File: src/rtl/audio_dac_tx_if.sv
`default_nettype none
// ============================================================================
// Module      : audio_dac_tx_if
// Description : Sample handshake and serial codec pins for audio_dac_tx.
// Revision    : 1.0 - initial release
// ============================================================================
interface audio_dac_tx_if;
    logic [15:0] left_data;
    logic [15:0] right_data;
    logic        data_valid;
    logic        data_ready;
    logic        bclk;
    logic        lrclk;
    logic        dacdat;
    logic        underrun;

    // Sample source side.
    modport master (
        output left_data,
        output right_data,
        output data_valid,
        input  data_ready,
        input  bclk,
        input  lrclk,
        input  dacdat,
        input  underrun
    );

    // Transmitter side.
    modport slave (
        input  left_data,
        input  right_data,
        input  data_valid,
        output data_ready,
        output bclk,
        output lrclk,
        output dacdat,
        output underrun
    );
endinterface
`default_nettype wire

File: src/rtl/audio_dac_tx.sv
`default_nettype none
// ============================================================================
// Module      : audio_dac_tx
// Description : I2S stereo DAC transmitter, 16-bit samples in 32-bit frames,
//               single-entry holding buffer with underrun repeat.
// Revision    : 1.0 - initial release
// ============================================================================
module audio_dac_tx #(
    parameter int BCLK_DIV = 4
) (
    input  wire logic    clk,
    input  wire logic    reset,
    audio_dac_tx_if.slave dac_if
);

    localparam logic [7:0] c_DIV_LAST  = 8'(BCLK_DIV - 1);
    localparam logic [4:0] c_SLOT_LAST = 5'd31;

    logic [7:0]  r_div_cnt;
    logic        r_bclk;
    logic [4:0]  r_slot;
    logic        r_lrclk;
    logic        r_dacdat;
    logic [31:0] r_shift;
    logic [31:0] r_last;
    logic [31:0] r_buf;
    logic        r_data_ready;
    logic        r_underrun;

    logic        w_wrap;
    logic        w_fall;
    logic        w_load;
    logic        w_accept;
    logic [4:0]  w_next_slot;
    logic [31:0] w_load_word;

    assign w_wrap      = (r_div_cnt == c_DIV_LAST);
    assign w_fall      = w_wrap && r_bclk;
    assign w_load      = w_fall && (r_slot == c_SLOT_LAST);
    assign w_accept    = dac_if.data_valid && r_data_ready;
    assign w_next_slot = r_slot + 5'd1;
    // A full buffer feeds the new frame; an empty one repeats the last frame.
    assign w_load_word = r_data_ready ? r_last : r_buf;

    always_ff @(posedge clk) begin
        if (reset) begin
            r_div_cnt <= 8'd0;
            r_bclk    <= 1'b0;
        end else if (w_wrap) begin
            r_div_cnt <= 8'd0;
            r_bclk    <= ~r_bclk;
        end else begin
            r_div_cnt <= r_div_cnt + 8'd1;
        end
    end

    // Sending r_shift[31] before shifting gives the one-bit I2S delay: the
    // previous frame's final bit lands in slot 0 as the new word is loaded.
    always_ff @(posedge clk) begin
        if (reset) begin
            r_slot   <= c_SLOT_LAST;
            r_lrclk  <= 1'b0;
            r_dacdat <= 1'b0;
            r_shift  <= 32'd0;
            r_last   <= 32'd0;
        end else if (w_fall) begin
            r_slot   <= w_next_slot;
            r_lrclk  <= w_next_slot[4];
            r_dacdat <= r_shift[31];
            if (w_load) begin
                r_shift <= w_load_word;
                r_last  <= w_load_word;
            end else begin
                r_shift <= {r_shift[30:0], 1'b0};
            end
        end
    end

    always_ff @(posedge clk) begin
        if (reset) begin
            r_buf        <= 32'd0;
            r_data_ready <= 1'b1;
            r_underrun   <= 1'b0;
        end else begin
            r_underrun <= w_load && r_data_ready;
            if (w_accept) begin
                r_buf        <= {dac_if.left_data, dac_if.right_data};
                r_data_ready <= 1'b0;
            end else if (w_load) begin
                r_data_ready <= 1'b1;
            end
        end
    end

    assign dac_if.data_ready = r_data_ready;
    assign dac_if.bclk       = r_bclk;
    assign dac_if.lrclk      = r_lrclk;
    assign dac_if.dacdat     = r_dacdat;
    assign dac_if.underrun   = r_underrun;

endmodule
`default_nettype wire

File: src/flat_wrapper.sv
// flat-port wrapper written by rule: the top's interface ports become plain ports
module audio_dac_tx_flat 
#(
    parameter int BCLK_DIV = 4
)
  (clk, reset, dac_if_left_data, dac_if_right_data, dac_if_data_valid, dac_if_data_ready, dac_if_bclk, dac_if_lrclk, dac_if_dacdat, dac_if_underrun);
  audio_dac_tx_if dac_if_i ();
  input  wire logic clk;
  input  wire logic reset;
  input wire logic [$bits(dac_if_i.left_data)-1:0] dac_if_left_data;
  input wire logic [$bits(dac_if_i.right_data)-1:0] dac_if_right_data;
  input wire logic [$bits(dac_if_i.data_valid)-1:0] dac_if_data_valid;
  output wire logic [$bits(dac_if_i.data_ready)-1:0] dac_if_data_ready;
  output wire logic [$bits(dac_if_i.bclk)-1:0] dac_if_bclk;
  output wire logic [$bits(dac_if_i.lrclk)-1:0] dac_if_lrclk;
  output wire logic [$bits(dac_if_i.dacdat)-1:0] dac_if_dacdat;
  output wire logic [$bits(dac_if_i.underrun)-1:0] dac_if_underrun;
  assign dac_if_i.left_data = dac_if_left_data;
  assign dac_if_i.right_data = dac_if_right_data;
  assign dac_if_i.data_valid = dac_if_data_valid;
  assign dac_if_data_ready = dac_if_i.data_ready;
  assign dac_if_bclk = dac_if_i.bclk;
  assign dac_if_lrclk = dac_if_i.lrclk;
  assign dac_if_dacdat = dac_if_i.dacdat;
  assign dac_if_underrun = dac_if_i.underrun;
  audio_dac_tx #(.BCLK_DIV(BCLK_DIV)) u_core (.clk(clk), .reset(reset), .dac_if(dac_if_i));
endmodule
File: config.mk
export PLATFORM = sky130hd
export DESIGN_NAME = audio_dac_tx_flat
export DESIGN_NICKNAME = d
export VERILOG_FILES = /design/src/rtl/audio_dac_tx_if.sv /design/src/rtl/audio_dac_tx.sv /design/src/flat_wrapper.sv
export SDC_FILE = /design/constraint.sdc
export NUM_CORES = 1
export LEC_CHECK = 0
export ABC_AREA = 0
export CAP_MARGIN = 20
export CORE_MARGIN = 1
export CORE_UTILIZATION = 35
export DETAILED_ROUTE_END_ITERATION = 10
export GPL_TIMING_DRIVEN = 0
export HOLD_SLACK_MARGIN = 0.02
export PLACE_DENSITY = 0.61
export SYNTH_ARGS = -nofsm -noshare
export SYNTH_HDL_FRONTEND = slang
export SYNTH_SLANG_ARGS = --single-unit
File: constraint.sdc
create_clock -name clk -period 2.6 [get_ports clk]
set_input_delay 0.78 -clock clk [delete_from_list [all_inputs] [get_ports clk]]
set_output_delay 0.78 -clock clk [all_outputs]
set_load 0.01 [all_outputs]
# Yosys cells after proc, flatten, opt, wreduce, memory -nomap -nowiden
# Cells that the tools add are included.
dict set report classes {
  addsub 2
  n_eq_ne 2
  mux 4
  n_bitwise 1
  reduce_logical 7
}
# operator count
set op_table {}
lappend op_table {{$mux 32} 2}
lappend op_table {{$add 8x1->8 const B} 1}
lappend op_table {{$eq 8x2->1 const B} 1}
lappend op_table {{$add 5x1->5 const B} 1}
lappend op_table {{$eq 5x5->1 const B} 1}
lappend op_table {{$logic_and 1x1->1} 4}
lappend op_table {{$mux 1} 2}
lappend op_table {{$reduce_and 2->1} 1}
lappend op_table {{$reduce_bool 2->1} 1}
lappend op_table {{$reduce_or 2->1} 1}
lappend op_table {{$not 1->1} 1}
dict set report word_totals {
  register_bits 114
  inputBits 35
  out_inout_bits 5
  word_cells 26
}

# Logic depth before layout (Yosys ltp)
dict set report depth {
  depth_word 5
  depth_mapped 7
}

# Worst setup path after synthesis
# Ideal clock, no wire load.
dict set report synth_path {
  path_type {input -> register}
  startpoint {input reset}
  endpoint {register u_core.r_shift[3]}
  setup_ns 0.092
  t_arrival_ns 1.749
  required_ns 2.508
  slack_ns 0.759
  stages 6
  n_path_buf 3
  cell_sequence {clkbuf_1 inv_1 clkbuf_1 buf_1 nand2_1 o32ai_1}
}
# item line_no
set synth_rtl {}
lappend synth_rtl {{from (decl)} flat_wrapper.sv:9} ;# input wire logic reset;
lappend synth_rtl {{to (signal assigned)} audio_dac_tx.sv:71} ;# r_shift <= w_load_word;
lappend synth_rtl {{to (signal assigned)} audio_dac_tx.sv:74} ;# r_shift <= {r_shift[30:0], 1'b0};
lappend synth_rtl {{to (decl)} audio_dac_tx.sv:24} ;# logic [31:0] r_shift;

# Worst setup path in the final report
dict set report layout_path {
  startpoint {register u_core.r_slot[0]}
  endpoint {register u_core.r_last[12]}
}
dict set report layout_between {
  elab_chain_cells 3
}
# item line_no
set layout_rtl {}
lappend layout_rtl {{from (decl)} audio_dac_tx.sv:21} ;# logic [4:0] r_slot;
lappend layout_rtl {{from (signal assigned)} audio_dac_tx.sv:61} ;# r_slot <= c_SLOT_LAST;
lappend layout_rtl {{from (signal assigned)} audio_dac_tx.sv:67} ;# r_slot <= w_next_slot;
lappend layout_rtl {{$eq 5x5->1} audio_dac_tx.sv:39} ;# assign w_load = w_fall && (r_slot == c_SLOT_LAST);
lappend layout_rtl {{$logic_and 1x1->1} audio_dac_tx.sv:39}
lappend layout_rtl {{$reduce_and 2->1 (no line)} --}
lappend layout_rtl {{to (signal assigned)} audio_dac_tx.sv:72} ;# r_last <= w_load_word;
lappend layout_rtl {{to (decl)} audio_dac_tx.sv:25} ;# logic [31:0] r_last;
# Every way passes these cells.
# A chain may end at the register's enable or synchronous reset.

==> summary.md <==
• worst-case clock buffer depth: 2
• proportion of synthesized flip-flops having asynchronous set or reset: 0
• data arrival time of the critical path: 2680 ps
• power density over the cells: 799 nW/um2
• core occupancy in the finished layout: 0.460
• worst setup slack for register-to-register paths: 250 ps
• number of cells on the worst hold path: 2
• crit share post-route: 0.903
• post-CTS setup-driven buffer insertion count: 0
• Initial Util: 0.363
• post-synthesis to final-layout area growth: 26.8%
• library cells used by synthesis: 33
• worst clock skew on the final layout: 5.54 ps
• total CTS buffers: 17
• cell chain of the critical path: ha_1 -> and3_1 -> ha_1 -> clkbuf_1 -> clkbuf_1 -> a31oi_1 -> a211oi_1
• H-tree level count: 4
• VDD IR max: 0.519 mV
• die height: 120 um
• CP required: 2930 ps
• transition time of the tightest slew-check pin: 609 ps
• DRC marker count from the first detailed-route iteration: 264
• Rows: 42
• DRC errors left: 0
• highest achievable clock rate: 0.426 GHz
• number of global-route vias before repair: 4311
• worst min-delay path class: register to register
• end of the worst register-to-register path: u_core.r_last[12]
• Placeable Area: 13300 um2
• result of the run: finished clean
• Synth warnings: 0
• antenna diode instance count: 0
• CP Capture Type: register
• setup-violating endpoint count in the final report: 0
• number of vias per cell after detailed routing: 5.33
• clk root buf: sky130_fd_sc_hd__clkbuf_16
• number of flops mapped to enable cells by yosys: 0
• Clock Latency Late Sink: 420 ps
• DP Area: 5440 um2
• placed instance count: 777
• Worst Hold Endpoint: u_core.r_buf[21]
• antenna violations before repair: 0
• number of hold buffers added after CTS: 0
• clock-pin transition on the worst setup and hold timing paths: 60 ps
• number of synthesized register bits: 114
• I/O pins: 40
• final WL: 12700 um
• number of hold-slack violations in the final timing report: 0
• Cell Area, Synth: 4840 um2
• time the final worst path needs with I/O delays and setup: 2350 ps
• cell with the largest stage delay on the worst path: sky130_fd_sc_hd__clkbuf_1
• die area: 14300 um2
• buffers added on ports: 38
• flip-flop and latch area: 2280 um2
• area taken by multi-input logic gates: 2300 um2
• most common library cell in the layout ignoring fill and taps: sky130_fd_sc_hd__dfxtp_1
• sum of negative setup slack: 0 ps
• DRT antenna net count: 0
• post-synthesis sequential area ratio: 0.471
• top_reg_cell synth: sky130_fd_sc_hd__dfxtp_1
• largest incremental delay on the critical path: 490 ps
• total count of max-transition violations in the final report: 0
• post-CTS sizing: 0
• most frequent cells in the layout: sky130_fd_sc_hd__dfxtp_1, sky130_fd_sc_hd__nand2_1, sky130_fd_sc_hd__nor2_1, sky130_fd_sc_hd__a21oi_1, sky130_fd_sc_hd__clkdlybuf4s50_1
• CP Class: register to register
• # clock sinks: 114
• per-cell routed wire length: 15.7 um
• fraction of layout instances using a drive strength above 1: 0.0885
• Mapped Avg Cell Area: 8.60 um2
• length of the first detailed-routing pass in iterations: 5
• net count reported at finish: 658
• worst reg2reg path startpoint: u_core.r_slot[0]
• post-detail-place hpwl: 8600 um
• post-route cell area: 6140 um2
• Critical Path Source: u_core.r_slot[0]
• Max Fanout on Critical Path: 10
• routability-driven placement congestion ratio: 0.806
• Hold Crit Start: u_core.r_buf[21]
• first-pass GRT wire length: 21000 um
• largest net degree at the start of global routing: 17
• total leakage power: 2.25 nW
• post-route insts no fill: 809
• layout filler cell count: 1303
• overall routing resource usage: 0.188
• sum of internal, switching and leakage power: 4.91 mW
• CTS tree: yes
• max_cap viols: 0
• net count after synthesis: 601
• Die W: 120 um
• count of mapped cells out of synthesis: 563
• via count: 4316
• type of origin of the critical path: register
• number of cells on the worst reg-to-reg path: 7
• total congestion overflow after global routing: 0
• tightest slew margin relative to the limit: 0.588
• setup repair after global routing missed its margin: false
==> cells by family after synthesis <==
family,Yosys count,synth area share
compound gates,142,0.193
xor+xnor,3,0.00543
fa+ha+maj,3,0.00775
buf+inv,58,0.0535
flops,114,0.471
mux,34,0.0716
simple gates,209,0.197
==> synth_stat cells, types with 3 or more instances <==
master                     instances  area (um2)
sky130_fd_sc_hd__a31oi_1          31         194
sky130_fd_sc_hd__a21oi_1          40         200
sky130_fd_sc_hd__nor4_1            5        31.3
sky130_fd_sc_hd__buf_2            15        75.1
sky130_fd_sc_hd__and2_1           28         175
sky130_fd_sc_hd__inv_1             4        15.0
sky130_fd_sc_hd__nor2_1           42         158
sky130_fd_sc_hd__mux2_2            5        56.3
sky130_fd_sc_hd__o32ai_1          31         272
sky130_fd_sc_hd__or3_1             6        37.5
sky130_fd_sc_hd__buf_6             3        33.8
sky130_fd_sc_hd__a211oi_1         27         203
sky130_fd_sc_hd__nand3_1          14        70.1
sky130_fd_sc_hd__nor3_1            4        20.0
sky130_fd_sc_hd__nand2_1          99         372
sky130_fd_sc_hd__o21ai_0          11        55.1
sky130_fd_sc_hd__mux2i_1          29         290
sky130_fd_sc_hd__dfxtp_1         114        2280
sky130_fd_sc_hd__ha_1              3        37.5
sky130_fd_sc_hd__clkbuf_1         33         124
==> stage by stage <==
stage	setup slack, ps	hold WS [ps]
4_1_cts	260	456
3_3_place_gp	109	440
6_report	251	456
3_5_place_dp	82.2	448
2_1_floorplan	759	430
5_1_grt	91.8	477
==> layout make-up <==
cell class / count / share of cell area
clock buffers: 18 / 0.0715
inverters: 5 / 0.00306
clock inverters: 14 / 0.0422
well taps: 176 / 0.0359
plain buffers: 53 / 0.0391
flip-flops and latches: 114 / 0.372
multi-input cells: 391 / 0.375
repair buffers: 38 / 0.0619
==> report_power, final <==
| group | total [mW] | switching, mW | internal [mW] |
|---|---|---|---|
| combinational | 0.347 | 0.207 | 0.140 |
| sequential | 1.82 | 0.0263 | 1.79 |
| clock | 2.75 | 0.834 | 1.91 |
==> state kept, by name, summed over array words and instances (netlist names) <==
signal / flops
u_core.dac_if.bclk: 1
u_core.dac_if.dacdat: 1
u_core.dac_if.data_ready: 1
u_core.dac_if.lrclk: 1
u_core.dac_if.underrun: 1
u_core.r_buf: 32
u_core.r_div_cnt: 8
u_core.r_last: 32
u_core.r_shift: 32
u_core.r_slot: 5
==> critical path, delay by kind of cell, from the launching register on <==
family,cells,cell delay (ps)
adders and majority gates,2,360
DFF,1,360
buffers and inverters,2,920
and+or+nand+nor,1,160
AOI/OAI and AO/OA,2,450
==> how the worst max path moves through the flow <==
stage	to	slack, ps	cells after the start
CTS	u_core.r_last[12]	260	7
detailed placement	u_core.r_buf[20]	80	6
floorplan	u_core.r_shift[3]	760	6
global placement	u_core.r_buf[13]	110	6
global route	u_core.r_last[4]	90	7
finish	u_core.r_last[12]	250	7
==> metal layers <==
layer  GRT usage  up-vias  part of all wire
met3      0.0471       19             0.047
met5           0        -                 0
met2       0.305      103              0.48
li1            -     2126                 -
met4      0.0914        0             0.020
met1       0.232     2068              0.46
(Power assumes the default switching activity.)
